`config.mk`:
```
export PLATFORM = sky130hd
export DESIGN_NAME = mux_fault_pattern_tx
export DESIGN_NICKNAME = d
export VERILOG_FILES = /design/src/rtl/mux_fault_pattern_tx.sv
export SDC_FILE = /design/constraint.sdc
export NUM_CORES = 1
export LEC_CHECK = 0
export BUFFER_PORTS_ARGS = -buffer_cell sky130_fd_sc_hd__buf_4
export CORE_MARGIN = 1.5
export CORE_UTILIZATION = 50
export CTS_CLUSTER_SIZE = 16
export DETAILED_ROUTE_END_ITERATION = 8
export PLACE_DENSITY = 0.82
export SLEW_MARGIN = 15
export SYNTH_ARGS = -nofsm -noshare
export SYNTH_HDL_FRONTEND = slang
export SYNTH_SLANG_ARGS = --single-unit
```
`constraint.sdc`:
```
create_clock -name clk -period 1.6 [get_ports clk]
set_input_delay 0.16 -clock clk [delete_from_list [all_inputs] [get_ports clk]]
set_output_delay 0.16 -clock clk [all_outputs]
set_load 0.01 [all_outputs]
```
`src/rtl/mux_fault_pattern_tx.sv`:
```
// Fault-pattern transmitter: walks all 8 inputs of a gate-level 2:1 mux model with an optional
// stuck-at fault and streams {inputs, 9 observed wires} records over valid/ready.
module mux_fault_pattern_tx #(
    parameter int unsigned SETTLE = 2
) (
    input  logic       clk,
    input  logic       rst,
    input  logic       start,
    input  logic       fault_en,
    input  logic [3:0] fault_wire,
    input  logic       fault_val,
    output logic       tx_valid,
    input  logic       tx_ready,
    output logic [2:0] tx_vec,
    output logic [8:0] tx_out,
    output logic       tx_last,
    output logic       busy,
    output logic       done,
    output logic       err_cfg
);

    localparam int unsigned CntW = (SETTLE > 0) ? $clog2(SETTLE + 1) : 1;
    localparam logic [CntW-1:0] SettleCnt = CntW'(SETTLE);

    typedef enum logic [1:0] {StIdle, StApply, StSend, StDone} state_e;

    state_e          state_q, state_d;
    logic [2:0]      p_q, p_d;
    logic [CntW-1:0] cnt_q, cnt_d;
    logic            err_d;
    logic            cfg_load;
    logic            fen_q;
    logic [3:0]      fwire_q;
    logic            fval_q;
    logic [8:0]      fmask;
    logic [8:0]      wires;

    // Wire index fwire_q is only ever legal (0..8) once latched, so the shift stays in range.
    always_comb begin
        fmask = '0;
        if (fen_q) begin
            fmask = 9'b1 << fwire_q;
        end
    end

    // Each wire is forced before it feeds anything downstream.
    always_comb begin
        wires    = '0;
        wires[0] = fmask[0] ? fval_q : p_q[2];
        wires[1] = fmask[1] ? fval_q : p_q[1];
        wires[2] = fmask[2] ? fval_q : p_q[0];
        wires[3] = fmask[3] ? fval_q : wires[2];
        wires[4] = fmask[4] ? fval_q : wires[2];
        wires[5] = fmask[5] ? fval_q : ~wires[4];
        wires[6] = fmask[6] ? fval_q : (wires[1] & wires[3]);
        wires[7] = fmask[7] ? fval_q : (wires[0] & wires[5]);
        wires[8] = fmask[8] ? fval_q : (wires[6] | wires[7]);
    end

    always_comb begin
        state_d  = state_q;
        p_d      = p_q;
        cnt_d    = cnt_q;
        err_d    = err_cfg;
        cfg_load = 1'b0;
        unique case (state_q)
            StIdle: begin
                if (start) begin
                    if (fault_en && (fault_wire > 4'd8)) begin
                        err_d = 1'b1;
                    end else begin
                        err_d    = 1'b0;
                        cfg_load = 1'b1;
                        p_d      = '0;
                        cnt_d    = '0;
                        state_d  = StApply;
                    end
                end
            end
            StApply: begin
                if (cnt_q == SettleCnt) begin
                    state_d = StSend;
                end else begin
                    cnt_d = cnt_q + 1'b1;
                end
            end
            StSend: begin
                if (tx_ready) begin
                    if (p_q == 3'd7) begin
                        state_d = StDone;
                    end else begin
                        p_d     = p_q + 3'd1;
                        cnt_d   = '0;
                        state_d = StApply;
                    end
                end
            end
            StDone: begin
                state_d = StIdle;
            end
            default: state_d = StIdle;
        endcase
    end

    always_ff @(posedge clk) begin
        if (rst) begin
            state_q  <= StIdle;
            p_q      <= '0;
            cnt_q    <= '0;
            fen_q    <= 1'b0;
            fwire_q  <= '0;
            fval_q   <= 1'b0;
            tx_valid <= 1'b0;
            tx_vec   <= '0;
            tx_out   <= '0;
            tx_last  <= 1'b0;
            busy     <= 1'b0;
            done     <= 1'b0;
            err_cfg  <= 1'b0;
        end else begin
            state_q  <= state_d;
            p_q      <= p_d;
            cnt_q    <= cnt_d;
            err_cfg  <= err_d;
            tx_valid <= (state_d == StSend);
            busy     <= (state_d != StIdle);
            done     <= (state_d == StDone);
            if (cfg_load) begin
                fen_q   <= fault_en;
                fwire_q <= fault_wire;
                fval_q  <= fault_val;
            end
            // The record is captured once, on entry to SEND, and held through backpressure.
            if ((state_q == StApply) && (state_d == StSend)) begin
                tx_vec  <= p_q;
                tx_out  <= wires;
                tx_last <= (p_q == 3'd7);
            end
        end
    end

endmodule

```
==> impl_metrics.ini, run 1 <==
[critical_path]
worstPathCellList = xor2_1 -> a22oi_1 -> o211ai_2 -> a21oi_1 -> a311oi_1
r2r_slack_ns = 0.08
worstPathRequired_ns = 1.85
cp_max_fo = 11
reg2reg_from = fwire_q[2]
rr_endpoint = tx_out[8]
critPathBufInv = 0
crit_family = compound AO/OA/AOI/OAI gates
worstPathArrival_ns = 1.77
cp_slowest_stage_delay_ns = 0.44
worstSetupStartpointType = flip-flop
r2r_cells = 5
cp_slowest_cell = dfxtp_2
crit_path_end_kind = flip-flop
worstSetupPathType = flip-flop to flip-flop

[routing]
drc = 0
post_drt_wl_per_cell_um = 14.5
vias_per_cell = 5.68
vias = 1296
drtAntennaViolNets = 0
first_pass_iters = 4
drt_iter0_drc = 30
totalWireLength_um = 3300

[floorplanning]
die_w_um = 56.6
die-area_sq_um = 3210
rows = 19
core_area_sq_um = 2730
io_pins = 27
initial_core_util_pct = 52.6
die_h_um = 56.6

[timing]
period_minus_slack_ns = 1.52
skew_ns = 0.00316
finalMaxSlewViolations = 0
setup_violations = 0
fmax_mhz = 658
timing.final.crit_share_pct = 95.0
max_slew_margin_pct = 68.3
tightest_slew_ns = 0.475
hold_violations = 0
fin_setup_tns_ns = 0

[hold_path]
min-delay-start = fault_wire[2]
min_delay_path_depth = 3
hold_end = fwire_q[2]
worstHoldPathType = input pin to flip-flop

[synth]
synthSimpleGateAreaFrac_pct = 26.7
syn-num-nets = 176
syn_avg_cell_area_sq_um = 8.83
ys_seq_area_share_pct = 41.7
synth_compound_area_share_pct = 16.9
yosys_warnings = 0
synth_xor_area_share_pct = 0.609
syn_area_sq_um = 1440
synthCells = 163
synth.area.mux_share_pct = 6.26
synth_seq_cells = 30
synth_top_family_by_area = simple AND/OR/NAND/NOR gates
yosysUniqueCellTypes = 43
synth_fa_ha_area_share_pct = 2.61

[layout]
n_antenna_cell = 0
fin_nets = 211
fin_area_sq_um = 1780
finish.utilization_pct = 64.9
finalNonFillerCells = 228
area_delta_synth_final_pct = 23.4
drive_gt1_share_pct = 30.5

[clock_network]
htree_levels = 2
numClockSinks = 30
cts-buffers-inserted = 5
cts_root_buf = clkbuf_4
cts.clk_slew.worst_paths_ns = 0.08
clock_latency_ns = 0.34
cts_tree = yes
cts_buffer_depth = 2

[pwr]
p_seq_share_pct = 55.4
p_switching_w = 0.000381
clockPowerShare_pct = 30.6
p_per_area_nw_per_um2 = 817
leakage_nw = 0.716
swShare_pct = 26.3
finalPower_w = 0.00145
ir_drop_mv = 0.798
pwr-share-comb_pct = 14.1
cellInternalPower_w = 0.00107

[global_routing]
grt_first_pass_wirelength_um = 5480
grt_use_met1_pct = 26.5
met3_usage_pct = 7.83
track_usage_pct = 22.2
grt_antenna_before_repair = 0
grt_pass1_vias = 1265
grt.met2_usage_pct = 36.2
grt_remaining_overflow = 0
grt_start_max_net_pins = 30
grt.busiest_layer = met2

[placement]
dp_hpwl_um = 2310
gp_congestion = 0.963
placed_cells = 219
numPortBuffers = 26
post_dp_cell_area_sq_um = 1680

[run]
drv_cap = 0

[outcome]
status = finished, final reports clean
## worst max path at each step
stage | slack, ns | to | cells past startpoint | start
6_report | 0.08 | tx_out[8] | 5 | fwire_q[2]
3_5_place_dp | 0.0009 | tx_out[8] | 5 | fen_q
4_1_cts | 0.004 | tx_out[8] | 5 | fwire_q[2]
3_3_place_gp | 0.06 | tx_out[8] | 5 | fen_q
2_1_floorplan | 0.19 | p_q[1] | 6 | state_q[0]
5_1_grt | -0.005 | tx_out[6] | 4 | fwire_q[0]
## through the flow
stage / worst slack [ns] / hold slack, ns
6_report: 0.0807 / 0.0708
5_1_grt: -0.00528 / 0.0916
4_1_cts: 0.00364 / 0.0684
3_5_place_dp: 0.000901 / 0.418
3_3_place_gp: 0.0605 / 0.401
2_1_floorplan: 0.189 / 0.307
## cell type report
cell class | instances | area (sq um)
inverter | 3 | 11.3
tap | 31 | 38.8
timing repair buffer | 39 | 293
fill | 249 | 958
sequential | 30 | 607
multi-input combinational | 119 | 774
clock buffer | 6 | 51.3
## per-layer routing
layer,share of wire (%),up-vias
li1,-,643
met1,43,611
met2,51,34
met3,4.9,8
met4,1.6,0
met5,0,-
## Yosys cell counts, drive strengths merged
cell type	number	area share [%]
a31oi	2	1.9
nor4bb	1	0.70
o311a	1	0.78
nand3b	5	2.6
and2b	1	0.61
nand2b	1	0.44
a311oi	2	1.2
a211oi	5	2.6
mux2i	9	6.3
a32oi	1	0.61
buf	6	3.1
xor2	1	0.61
and2	1	0.44
a221oi	2	1.2
a21oi	13	4.5
o31ai	1	0.52
nand2	16	4.2
nor3b	2	1.4
o21bai	1	0.52
dfxtp	30	42
a21o	1	0.52
nor2b	1	0.44
and3b	1	0.70
clkbuf	5	1.3
nor3	6	2.1
ha	3	2.6
or3b	2	1.2
nor4	1	0.44
nand4b	1	0.61
o211ai	1	0.87
o21ai	3	1.0
nor2	27	8.2
nand3	4	1.4
inv	3	0.78
or3	1	0.44
a22oi	1	0.52
and4bb	1	0.87
## power by group through the flow
stage,sequential [W],combinational (W),clock (W)
after floorplan,0.000803,0.000136,0
after global placement,0.000813,0.000180,0
after detailed placement,0.000815,0.000187,0
after CTS,0.000799,0.000190,0.000450
after global routing,0.000808,0.000222,0.000482
final,0.000803,0.000204,0.000444
## timing repair
item,CTS,global route
gates resized for setup,1,7
hold endpoints to repair,0,0
buffers inserted,0,3
hold buffers,0,0
endpoints found under the setup margin,1,15
## state kept, by name, indices dropped and copies added, names as in the netlist
name      count
p_q           3
fen_q         1
fwire_q       4
cnt_q         2
state_q       2
tx_last       1
tx_valid      1
tx_out        9
done          1
busy          1
err_cfg       1
fval_q        1
tx_vec        3
## layout by cell type, fill, tap and decap left out, drive strengths merged, types with 2 or more instances in the layout
| master | netlist | routed |
|---|---|---|
| or3b | 2 | 2 |
| nor3b | 2 | 2 |
| dfxtp | 30 | 30 |
| ha | 3 | 3 |
| nor3 | 6 | 6 |
| a221oi | 2 | 2 |
| nand3 | 4 | 4 |
| o21ai | 3 | 3 |
| a31oi | 2 | 2 |
| clkbuf | 5 | 6 |
| a311oi | 2 | 2 |
| a211oi | 5 | 5 |
| buf | 6 | 39 |
| nand2 | 16 | 16 |
| nand3b | 5 | 5 |
| inv | 3 | 3 |
| mux2i | 9 | 9 |
| nor2 | 27 | 27 |
| a21oi | 13 | 13 |
## worst reg2reg max path, stage by stage, from the launching register on
cell	delay (ns)
dfxtp_2	0.44
xor2_1	0.28
a22oi_1	0.12
o211ai_2	0.20
a21oi_1	0.12
a311oi_1	0.27
## logic make-up after synthesis
kind of cell,count (synthesis)
AOI/OAI and AO/OA,34
xor gates and xnor gates,1
adders and majority gates,3
buffers and inverters,14
DFF,30
muxes,9
and+or+nand+nor,72
Note: power is estimated with default switching activity, not from simulation.
==> run 2: changes to the inputs <==
==> constraint.sdc (replaced) <==
create_clock -name clk -period 1.6 [get_ports clk]
set_input_delay 0.32 -clock clk [delete_from_list [all_inputs] [get_ports clk]]
set_output_delay 0.32 -clock clk [all_outputs]
set_load 0.01 [all_outputs]
==> run 2 against run 1 <==
Non-clock buffer count is 2 higher. Sequential power hardly changed. Fmax is 0.85% lower. Combinational power hardly changed. Global-route usage is 0.98 points lower. Sequential share of layout area is 1.1 points lower. Register-to-register slack hardly changed. Critical path type unchanged. Critical endpoint unchanged. Largest cell class unchanged. Largest power group unchanged.
==> impl_metrics.ini, run 2 (synthesized netlist as in run 1, its figures left out) <==
[routing]
drc = 0
drt_iter0_drc = 47
totalWireLength_um = 3210
first_pass_iters = 4
vias_per_cell = 5.66
vias = 1312
post_drt_wl_per_cell_um = 13.8
drtAntennaViolNets = 0

[layout]
drive_gt1_share_pct = 30.8
area_delta_synth_final_pct = 26.8
largest_registers = tx_out: 9 flops, fwire_q: 4 flops
n_antenna_cell = 0
finish.utilization_pct = 66.7
final_common_cell = buf_4
layout_common_cells = buf_4, dfxtp_1, nor2_1
regMostFlops = tx_out
largest_reg_flops = 9
fin_nets = 213

[critical_path]
critPathBufInv = 0
r2r_cells = 5
worstPathCellList = nor2b_2 -> a21oi_1 -> a221oi_1 -> a21oi_1 -> a311oi_1
cp_slowest_cell = dfxtp_1
r2r_slack_ns = 0.07
reg2reg_from = fen_q
crit_family = compound AO/OA/AOI/OAI gates
worstSetupPathType = flip-flop to flip-flop
rr_endpoint = tx_out[8]
cp_common_cell = a21oi_1
worstPathArrival_ns = 1.77
worstSetupStartpointType = flip-flop
cp_slowest_stage_delay_ns = 0.45
worstPathRequired_ns = 1.84
cp_max_fo = 7
crit_path_end_kind = flip-flop

[timing]
setup_violations = 0
setup_ws_ns = 0.0677
hold_violations = 0
hold_slack_ns = 0.226
skew_ns = 0.0123
finalMaxSlewViolations = 0
tightest_slew_ns = 0.311
max_slew_margin_pct = 79.3
timing.final.crit_share_pct = 95.8
fmax_mhz = 653
rsz0062_at_grt = true
period_minus_slack_ns = 1.53

[clock_network]
clock_latency_ns = 0.34
numClockSinks = 30
cts_tree = yes
cts-buffers-inserted = 5
cts_hold_buf = 0
htree_levels = 2
cts.clk_slew.worst_paths_ns = 0.09
cts_buffer_depth = 2
cts_root_buf = clkbuf_4

[run]
drv_cap = 0

[floorplanning]
rows = 19
core_area_sq_um = 2730
io_pins = 27
initial_core_util_pct = 52.6
die_h_um = 56.6
die-area_sq_um = 3210
die_w_um = 56.6

[global_routing]
grt_pass1_vias = 1269
track_usage_pct = 21.3
grt_antenna_before_repair = 0
grt_start_max_net_pins = 30
grt_remaining_overflow = 0
grt_first_pass_wirelength_um = 5260

[pwr]
p_seq_share_pct = 50.3
ir_drop_mv = 0.781
clockPowerShare_pct = 36.9
p_per_area_nw_per_um2 = 874
swShare_pct = 24.5
cellInternalPower_w = 0.00120
pwr-share-comb_pct = 12.8
leakage_nw = 0.737
p_switching_w = 0.000391

[hold_path]
worstHoldPathType = input pin to flip-flop
min_delay_path_depth = 3
hold_end = fval_q
min-delay-start = fault_val

[placement]
dp_hpwl_um = 2290
gp_congestion = 0.940
numPortBuffers = 26
dp_slack_ns = 0.0264

[outcome]
status = finished, final reports clean
run 2: changes by cell type in the layout (fill, tap and decap cells not counted):
| cell | delta |
|---|---|
| clkbuf_1 | +2 |
| a221oi_2 | +1 |
| dfxtp_1 | +2 |
| nor4_2 | +1 |
| dfxtp_2 | -2 |
| bufinv_16 | +1 |
| clkbuf_8 | -1 |
| buf_4 | +2 |
| nor4_1 | -1 |
| a221oi_1 | -1 |
run 2: area by class of cell:
cell class              instances  area, sq um
multi-input cells             119          787
flip-flops and latches         30          604
fillers                       234          910
well taps                      31         38.8
clock buffers                   7         45.0
clock inverters                 1         30.0
repair buffers                 41          308
inverters                       3         11.3
run 2: power groups by stage:
stage	clock (W)	combinational, W	sequential (W)
floorplan	0	0.000136	0.000803
global placement	0	0.000180	0.000813
detailed placement	0	0.000187	0.000815
CTS	0.000611	0.000190	0.000799
global route	0.000627	0.000224	0.000807
finish	0.000588	0.000204	0.000803
run 2: worst min-delay path, cell delays in order:
cell     delay, ns
buf_4         0.08
mux2i_1       0.06
nor2_1        0.08
run 2: worst max-delay path by stage:
stage | startpoint | endpoint | slack (ns) | cells past startpoint
6_report | fen_q | tx_out[8] | 0.07 | 5
4_1_cts | fwire_q[1] | tx_out[8] | 0.001 | 5
2_1_floorplan | state_q[0] | p_q[1] | 0.19 | 6
5_1_grt | fwire_q[2] | tx_out[8] | -0.05 | 5
3_5_place_dp | fen_q | tx_out[8] | 0.03 | 5
3_3_place_gp | fen_q | tx_out[8] | 0.08 | 5
run 2: what timing repair did:
item / 4_1_cts / 5_1_grt
resized for setup: 2 / 6
hold endpoints to repair: 0 / 0
buffers inserted: 0 / 2
endpoints found under the setup margin: 1 / 10
pin swaps: 0 / 0
run 2: per-layer routing:
layer / track usage [%] / part of all wire, % / up-vias
li1: - / - / 654
met1: 22.6 / 43 / 618
met2: 36.4 / 50 / 34
met3: 8.06 / 5.3 / 6
met4: 10.5 / 2.1 / 0
met5: 0 / 0 / -
run 2: per-stage QoR:
step                power (W)  instances  setup TNS (ns)  cell area, sq um
floorplan            0.000939        163               0              1440
global placement     0.000993        222               0              1710
detailed placement    0.00100        222               0              1710
CTS                   0.00160        230               0              1790
global route          0.00166        232         -0.0484              1820
finish                0.00160        232               0              1820
